===== src/rtl/button_pulse_gen_pkg.sv =====
// Shared types and constants for the two-button front end.
package button_pkg;

    // Default number of stable synchronised samples needed to accept a level change
    localparam int DEBOUNCE_DEFAULT = 4;

    // Debounce state of one button channel
    typedef enum logic [1:0] {
        RELEASED    = 2'd0,
        PRESS_CHK   = 2'd1,
        HELD        = 2'd2,
        RELEASE_CHK = 2'd3
    } chan_state_t;

endpackage


===== src/rtl/button_pulse_gen_if.sv =====
// Bundles the raw button inputs and the conditioned press pulses.
interface button_pulse_gen_if;

    logic btn_a_raw;
    logic btn_b_raw;
    logic a;
    logic b;

    // The side that owns the buttons and consumes the pulses
    modport master (
        output btn_a_raw,
        output btn_b_raw,
        input  a,
        input  b
    );

    // The conditioning block itself
    modport slave (
        input  btn_a_raw,
        input  btn_b_raw,
        output a,
        output b
    );

endinterface


===== src/rtl/button_pulse_gen_debounce_channel.sv =====
// One button channel: 2-flop synchroniser, debounce FSM and counter.
// press_evt is high for the single cycle in which a press is accepted.
module debounce_channel
    import button_pkg::*;
#(
    parameter int DEBOUNCE_CYCLES = DEBOUNCE_DEFAULT,
    parameter int CNT_W           = $clog2(DEBOUNCE_CYCLES)
) (
    input  logic clk,
    input  logic reset,
    input  logic btn_raw,
    output logic press_evt
);

    localparam logic [CNT_W-1:0] CNT_LAST = CNT_W'(DEBOUNCE_CYCLES - 1);

    logic             sync_meta;
    logic             sync;
    chan_state_t      state;
    chan_state_t      state_next;
    logic [CNT_W-1:0] cnt;
    logic [CNT_W-1:0] cnt_next;

    // Bring the asynchronous button into the clock domain; only the second flop is used
    always_ff @(posedge clk) begin
        if (reset) begin
            sync_meta <= 1'b0;
            sync      <= 1'b0;
        end else begin
            sync_meta <= btn_raw;
            sync      <= sync_meta;
        end
    end

    // State and stability counter registers
    always_ff @(posedge clk) begin
        if (reset) begin
            state <= RELEASED;
            cnt   <= '0;
        end else begin
            state <= state_next;
            cnt   <= cnt_next;
        end
    end

    // A level change is accepted only after the counter sees it stable through CNT_LAST
    always_comb begin
        state_next = state;
        cnt_next   = cnt;
        case (state)
            RELEASED: begin
                if (sync) begin
                    state_next = PRESS_CHK;
                    cnt_next   = '0;
                end
            end
            PRESS_CHK: begin
                if (!sync) begin
                    state_next = RELEASED;
                    cnt_next   = '0;
                end else if (cnt == CNT_LAST) begin
                    state_next = HELD;
                    cnt_next   = '0;
                end else begin
                    cnt_next = cnt + CNT_W'(1);
                end
            end
            HELD: begin
                if (!sync) begin
                    state_next = RELEASE_CHK;
                    cnt_next   = '0;
                end
            end
            RELEASE_CHK: begin
                if (sync) begin
                    state_next = HELD;
                    cnt_next   = '0;
                end else if (cnt == CNT_LAST) begin
                    state_next = RELEASED;
                    cnt_next   = '0;
                end else begin
                    cnt_next = cnt + CNT_W'(1);
                end
            end
            default: begin
                state_next = RELEASED;
                cnt_next   = '0;
            end
        endcase
    end

    // The press event marks the PRESS_CHK to HELD transition; releases are silent
    always_comb begin
        press_evt = (state == PRESS_CHK) && sync && (cnt == CNT_LAST);
    end

endmodule


===== src/rtl/button_pulse_gen.sv =====
// Two-button conditioning front end: two debounce channels feeding registered,
// mutually exclusive one-cycle press pulses. A simultaneous press emits a, then b.
module button_pulse_gen
    import button_pkg::*;
#(
    parameter int DEBOUNCE_CYCLES = DEBOUNCE_DEFAULT,
    parameter int CNT_W           = $clog2(DEBOUNCE_CYCLES)
) (
    input logic         clk,
    input logic         reset,
    button_pulse_gen_if.slave bus
);

    logic evt_a;
    logic evt_b;
    logic a_q;
    logic b_q;
    logic b_pend;

    debounce_channel #(
        .DEBOUNCE_CYCLES (DEBOUNCE_CYCLES),
        .CNT_W           (CNT_W)
    ) u_chan_a (
        .clk       (clk),
        .reset     (reset),
        .btn_raw   (bus.btn_a_raw),
        .press_evt (evt_a)
    );

    debounce_channel #(
        .DEBOUNCE_CYCLES (DEBOUNCE_CYCLES),
        .CNT_W           (CNT_W)
    ) u_chan_b (
        .clk       (clk),
        .reset     (reset),
        .btn_raw   (bus.btn_b_raw),
        .press_evt (evt_b)
    );

    // Register the pulses; a colliding b event is deferred by one cycle so a and b never overlap
    always_ff @(posedge clk) begin
        if (reset) begin
            a_q    <= 1'b0;
            b_q    <= 1'b0;
            b_pend <= 1'b0;
        end else begin
            a_q    <= evt_a;
            b_q    <= (evt_b & ~evt_a) | b_pend;
            b_pend <= evt_b & evt_a;
        end
    end

    assign bus.a = a_q;
    assign bus.b = b_q;

endmodule


===== src/flat_wrapper.sv =====
// flat-port wrapper written by rule: the top's interface ports become plain ports
module button_pulse_gen_flat import button_pkg::*;
#(
    parameter int DEBOUNCE_CYCLES = DEBOUNCE_DEFAULT,
    parameter int CNT_W           = $clog2(DEBOUNCE_CYCLES)
)
  (clk, reset, bus_btn_a_raw, bus_btn_b_raw, bus_a, bus_b);
  button_pulse_gen_if bus_i ();
  input logic clk;
  input logic reset;
  input wire logic [$bits(bus_i.btn_a_raw)-1:0] bus_btn_a_raw;
  input wire logic [$bits(bus_i.btn_b_raw)-1:0] bus_btn_b_raw;
  output wire logic [$bits(bus_i.a)-1:0] bus_a;
  output wire logic [$bits(bus_i.b)-1:0] bus_b;
  assign bus_i.btn_a_raw = bus_btn_a_raw;
  assign bus_i.btn_b_raw = bus_btn_b_raw;
  assign bus_a = bus_i.a;
  assign bus_b = bus_i.b;
  button_pulse_gen #(.DEBOUNCE_CYCLES(DEBOUNCE_CYCLES), .CNT_W(CNT_W)) u_core (.clk(clk), .reset(reset), .bus(bus_i));
endmodule

===== config.mk =====
export PLATFORM = sky130hd
export DESIGN_NAME = button_pulse_gen_flat
export DESIGN_NICKNAME = d
export VERILOG_FILES = /design/src/rtl/button_pulse_gen_pkg.sv /design/src/rtl/button_pulse_gen_if.sv /design/src/rtl/button_pulse_gen_debounce_channel.sv /design/src/rtl/button_pulse_gen.sv /design/src/flat_wrapper.sv
export SDC_FILE = /design/constraint.sdc
export NUM_CORES = 1
export LEC_CHECK = 0
export BUFFER_PORTS_ARGS = -buffer_cell sky130_fd_sc_hd__buf_2
export CELL_PAD_IN_SITES_DETAIL_PLACEMENT = 1
export CELL_PAD_IN_SITES_GLOBAL_PLACEMENT = 2
export CORE_MARGIN = 5
export CORE_UTILIZATION = 33
export CTS_CLUSTER_SIZE = 16
export DETAILED_ROUTE_END_ITERATION = 10
export PLACE_DENSITY_LB_ADDON = 0.1
export REMOVE_ABC_BUFFERS = 1
export SLEW_MARGIN = 20
export SYNTH_ARGS = -nofsm -noshare
export SYNTH_HDL_FRONTEND = slang
export SYNTH_SLANG_ARGS = --single-unit

===== constraint.sdc =====
create_clock -name clk -period 1.2 [get_ports clk]
set_input_delay 0.12 -clock clk [delete_from_list [all_inputs] [get_ports clk]]
set_output_delay 0.12 -clock clk [all_outputs]
set_load 0.05 [all_outputs]

## After elaboration in Yosys (flattened, before gate mapping)

Cells that the tools add are included.

| storage, ports and cells | value |
|---|---|
| bits of input ports | 4 |
| output and inout port bits | 2 |
| bits in registers | 15 |
| word-level logic and storage cells | 69 |

| operators by class | value |
|---|---|
| eq/ne operators | 16 |
| muxes and demuxes | 26 |
| add/subtract/negate cells | 2 |
| reduce and logical (&&, ||, !) cells | 10 |
| bitwise operators | 4 |

Operators by type and width:

| kind | number |
|---|---|
| 2-to-1 mux 2 bit | 22 |
| one-hot mux 2 bit (4 select lines) | 4 |
| equality test 2 bit (second input constant) | 6 |
| != test 3 bit (second input constant) | 4 |
| != test 2 bit (second input constant) | 4 |
| AND reduction 4 bit | 2 |
| adder 2 x 1 -> 2 bit (second input constant) | 2 |
| equality test 2 x 1 -> 1 bit (second input constant) | 2 |
| logical AND 1 bit | 4 |
| zero test 2 bit | 2 |
| AND reduction 2 bit | 2 |
| AND 1 bit | 2 |
| NOT 1 bit | 1 |
| bitwise OR 1 bit | 1 |

## Logic depth before layout (Yosys ltp)

| depth | value |
|---|---|
| word-level depth | 6 |
| mapped depth | 4 |
| mapped depth without buffers | 4 |

## Hierarchy

A second synthesis with hierarchy kept.

| second synthesis, totals | value |
|---|---|
| cells, all modules | 50 |
| area total of the unflattened synthesis | 608.1 sq um |

By module, submodules not included:

| module | times used | cells each | area each (sq um) |
|---|---|---|---|
| debounce_channel | 2 | 21 | 256.5 |
| button_pulse_gen | 1 | 8 | 95.1 |

## Worst setup path before layout

No wires, ideal clock.

| timing | value |
|---|---|
| path type | register to register |
| start | register u_core.u_chan_a.sync |
| end | register u_core.u_chan_a.cnt[0] |
| library setup time | 71 ps |
| data required time | 1,129 ps |
| stages on the path, launching flop included | 4 |
| clock period less this slack | 1,008 ps |
| arrival | 937 ps |
| path buffers | 0 |
| slack | 192 ps |
| cell sequence | dfxtp_1 -> xnor2_1 -> or3b_1 -> a21oi_1 |

| between the ends | value |
|---|---|
| longest elaborated chain between the ends | 2 |

RTL lines:

| item | line | RTL |
|---|---|---|
| from (decl) | button_pulse_gen_debounce_channel.sv:18 | `logic sync;` |
| from (signal assigned) | button_pulse_gen_debounce_channel.sv:31 | `sync <= sync_meta;` |
| 2-to-1 mux 2 bit, or another cell as far along | button_pulse_gen_debounce_channel.sv:75 | `if (sync) begin` |
| one-hot mux 2 bit (4 select lines) or AND reduction 2 bit (tied branches) | n/a |  |
| to (signal assigned) | button_pulse_gen_debounce_channel.sv:42 | `cnt <= cnt_next;` |
| to (decl) | button_pulse_gen_debounce_channel.sv:21 | `logic [CNT_W-1:0] cnt;` |

Parallel ways exist; a longest one is shown, timed or not.
A chain may end at the register's enable or synchronous reset.

## Worst setup path in the final report

Ends and elaborated chain as after synthesis.

==> impl_metrics.csv <==
group,metric,value,unit
logic_synthesis,yosys.area.top_type_share,54.9,%
floorplanning,pin_count,6,
global_routing,grt_antenna_before_repair,0,
sta,max_clock_freq,915,MHz
route,wl_met2,467,um
setup_path,reg2reg_to,"u_core.u_chan_a.cnt[0]",
clock_network,clk_latency,270,ps
setup_path,critPathKind,"register to register",
setup_path,cp-end-kind,"register",
setup_path,critPathBufInv,0,
place,gp_congestion,0.763,
clock_network,clock_path_buffers,2,
setup_path,crit_family,"simple AND/OR/NAND/NOR gates",
logic_synthesis,synth_area_leaders,"dfxtp_1, nand3b_1, a21oi_1",
global_routing,gr-total-overflow,0,
sta,setup-tns-final,0,ps
final_layout,multi_input_area,243,um2
clock_network,cts_buffers,3,
floorplanning,num_rows,14,
status,status,"finished clean",
flow_run,drv_cap,0,
power,leakage,0.236,nW
final_layout,final_common_cell,"dfxtp_1",
route,wl_per_cell,12.3,um
final_layout,post_route_cells_drive_above_1_share,12.9,%
setup_path,start_kind,"register",
setup_path,rr_startpoint,"u_core.u_chan_a.sync",
setup_path,cp_cell_sequence,"xnor2_1 -> or3b_1 -> a21oi_1",
logic_synthesis,ys_warn_count,0,
route,top_layer,"met4",
floorplanning,die_w,50.7,um
final_layout,syn_to_final_growth,12.4,%
final_layout,n_fill_cell,179,
place,dp_hpwl,726,um
setup_path,required,1410,ps
hold_path,hold_depth,2,
setup_path,ff2ff_setup_slack,110,ps
sta,finalCritPeriodShare,91.1,%
global_routing,track_usage,8.87,%
setup_path,cp.depth,3,
logic_synthesis,ys_seq_area_share,54.9,%
setup_path,endpoint,"u_core.u_chan_a.cnt[0]",
setup_path,cp_max_fo,5,
sta,finalClockSkew,1.81,ps
place,port_buffers,5,
global_routing,grt_pass1_wl,1.62,mm
route,vias,392,
hold_path,min_path_type,"input pin to register",
sta,period_needed,1090,ps
route,final_antenna_net_count,0,
clock_network,clk_pin_slew,80,ps
final_layout,num_antenna_cells,0,
route,drtIter0Drc,3,
place,pre_cts_ws,114,ps
logic_synthesis,syn_area_per_cell,10.1,um2
sta,slew_violations,0,
sta,rsz0062_at_grt,"no",
floorplanning,die_area,2570,um2
route,drt-pass1-iter-count,2,
logic_synthesis,synth-seq-cells,15,
global_routing,grt_max_degree,15,
final_layout,final_cell_mix,"dfxtp_1, a21oi_1, nand3b_1",
place,dpl.cell_count,74,
floorplanning,fp.dieH,50.7,um
global_routing,grt_pass1_vias,376,
logic_synthesis,syn_inst,54,
sta,relSlewSlack,76.5,%
logic_synthesis,netlist_area,547,um2
route,route.met3.wl,78,um
clock_network,htreeDepth,1,
floorplanning,start_util,35.5,%
route,wirelength,961,um
power,vdd_drop_max,675,uV
clock_network,clock-sinks,15,
power,p_total,0.810,mW
final_layout,final_cells,78,
sta,finalSetupViolations,0,
logic_synthesis,yosys.area.top_type,"dfxtp_1",
final_layout,final-seq-area,300,um2
route,via_per_inst,5.03,
setup_path,slowest_stage,"or3b_1",
setup_path,slowest_delay,370,ps
power,p_per_area,1320,nW/um2
clock_network,cts_setup_buffers,0,
sta,hold_violations,0,
route,drc,0,
final_layout,layout.nets,69,
clock_network,cts_resized,0,
logic_synthesis,synth_cell_types,16,
sta,hold-worst-slack,54.2,ps
clock_network,cts_tree,"built",
setup_path,rr_worst_depth,3,
sta,timing.final.ws_setup,107,ps
floorplanning,coreArea,1540,um2
setup_path,cp-startpoint,"u_core.u_chan_a.sync",
route,met1_length,405,um
clock_network,cts-root-buf,"clkbuf_4",
clock_network,postCtsHoldBufs,0,
setup_path,arrival,1300,ps
sta,worst_pin_slew,350,ps
power breakdown:
| group | total [mW] | switching (mW) | internal (mW) |
|---|---|---|---|
| Combinational | 0.0246 | 0.0131 | 0.0115 |
| Sequential | 0.513 | 0.00694 | 0.506 |
| Clock | 0.272 | 0.144 | 0.129 |
| Total | 0.810 | 0.164 | 0.646 |
synthesized netlist by cell type:
cell      instances
dfxtp_1          15
a21oi_1           7
nand3b_1          6
nand2_1           5
nor2b_1           4
nand3_1           3
nor2_1            3
ha_1              2
xnor2_1           2
a211oi_1          1
and2_1            1
and4b_1           1
clkbuf_1          1
nand4b_1          1
or3b_1            1
xor2_1            1
cells by family (layout without fill, tap and decap cells):
| logic type | count (synthesis) | count (layout) | share of synthesized area (%) |
|---|---|---|---|
| and+or+nand+nor | 25 | 25 | 27.2 |
| AOI/OAI and AO/OA | 8 | 8 | 7.78 |
| DFF | 15 | 15 | 54.9 |
| adders and majority gates | 2 | 2 | 4.58 |
| xor gates and xnor gates | 3 | 3 | 4.81 |
| buffers and inverters | 1 | 9 | 0.686 |
layer usage:
layer  global-route usage (%)  vias up
li1                         -      202
met1                     9.22      178
met2                     13.4       10
met3                     6.51        2
met4                     3.83        0
met5                        0        -
metrics by stage:
step	instance area, um2	utilization, %
2_1_floorplan	543	-
3_3_place_gp	588	38.1
3_5_place_dp	588	38.1
4_1_cts	614	39.9
5_1_grt	614	39.9
6_report	614	39.9
worst min path at each step:
stage | from | end | slack (ps)
6_report | bus_btn_b_raw | u_core.u_chan_b.sync_meta | 50
4_1_cts | bus_btn_b_raw | u_core.u_chan_b.sync_meta | 40
2_1_floorplan | reset | register | 190
3_5_place_dp | bus_btn_b_raw | u_core.u_chan_b.sync_meta | 340
3_3_place_gp | bus_btn_a_raw | u_core.u_chan_a.sync_meta | 330
5_1_grt | bus_btn_b_raw | u_core.u_chan_b.sync_meta | 40
cell type report:
cell class              count  share of cell area [%]
clock buffers               4                    4.28
well taps                  16                    3.26
multi-input cells          38                    39.5
repair buffers              5                    4.07
flip-flops and latches     15                    48.9
No activity file was read; power rests on OpenSTA's default activity.
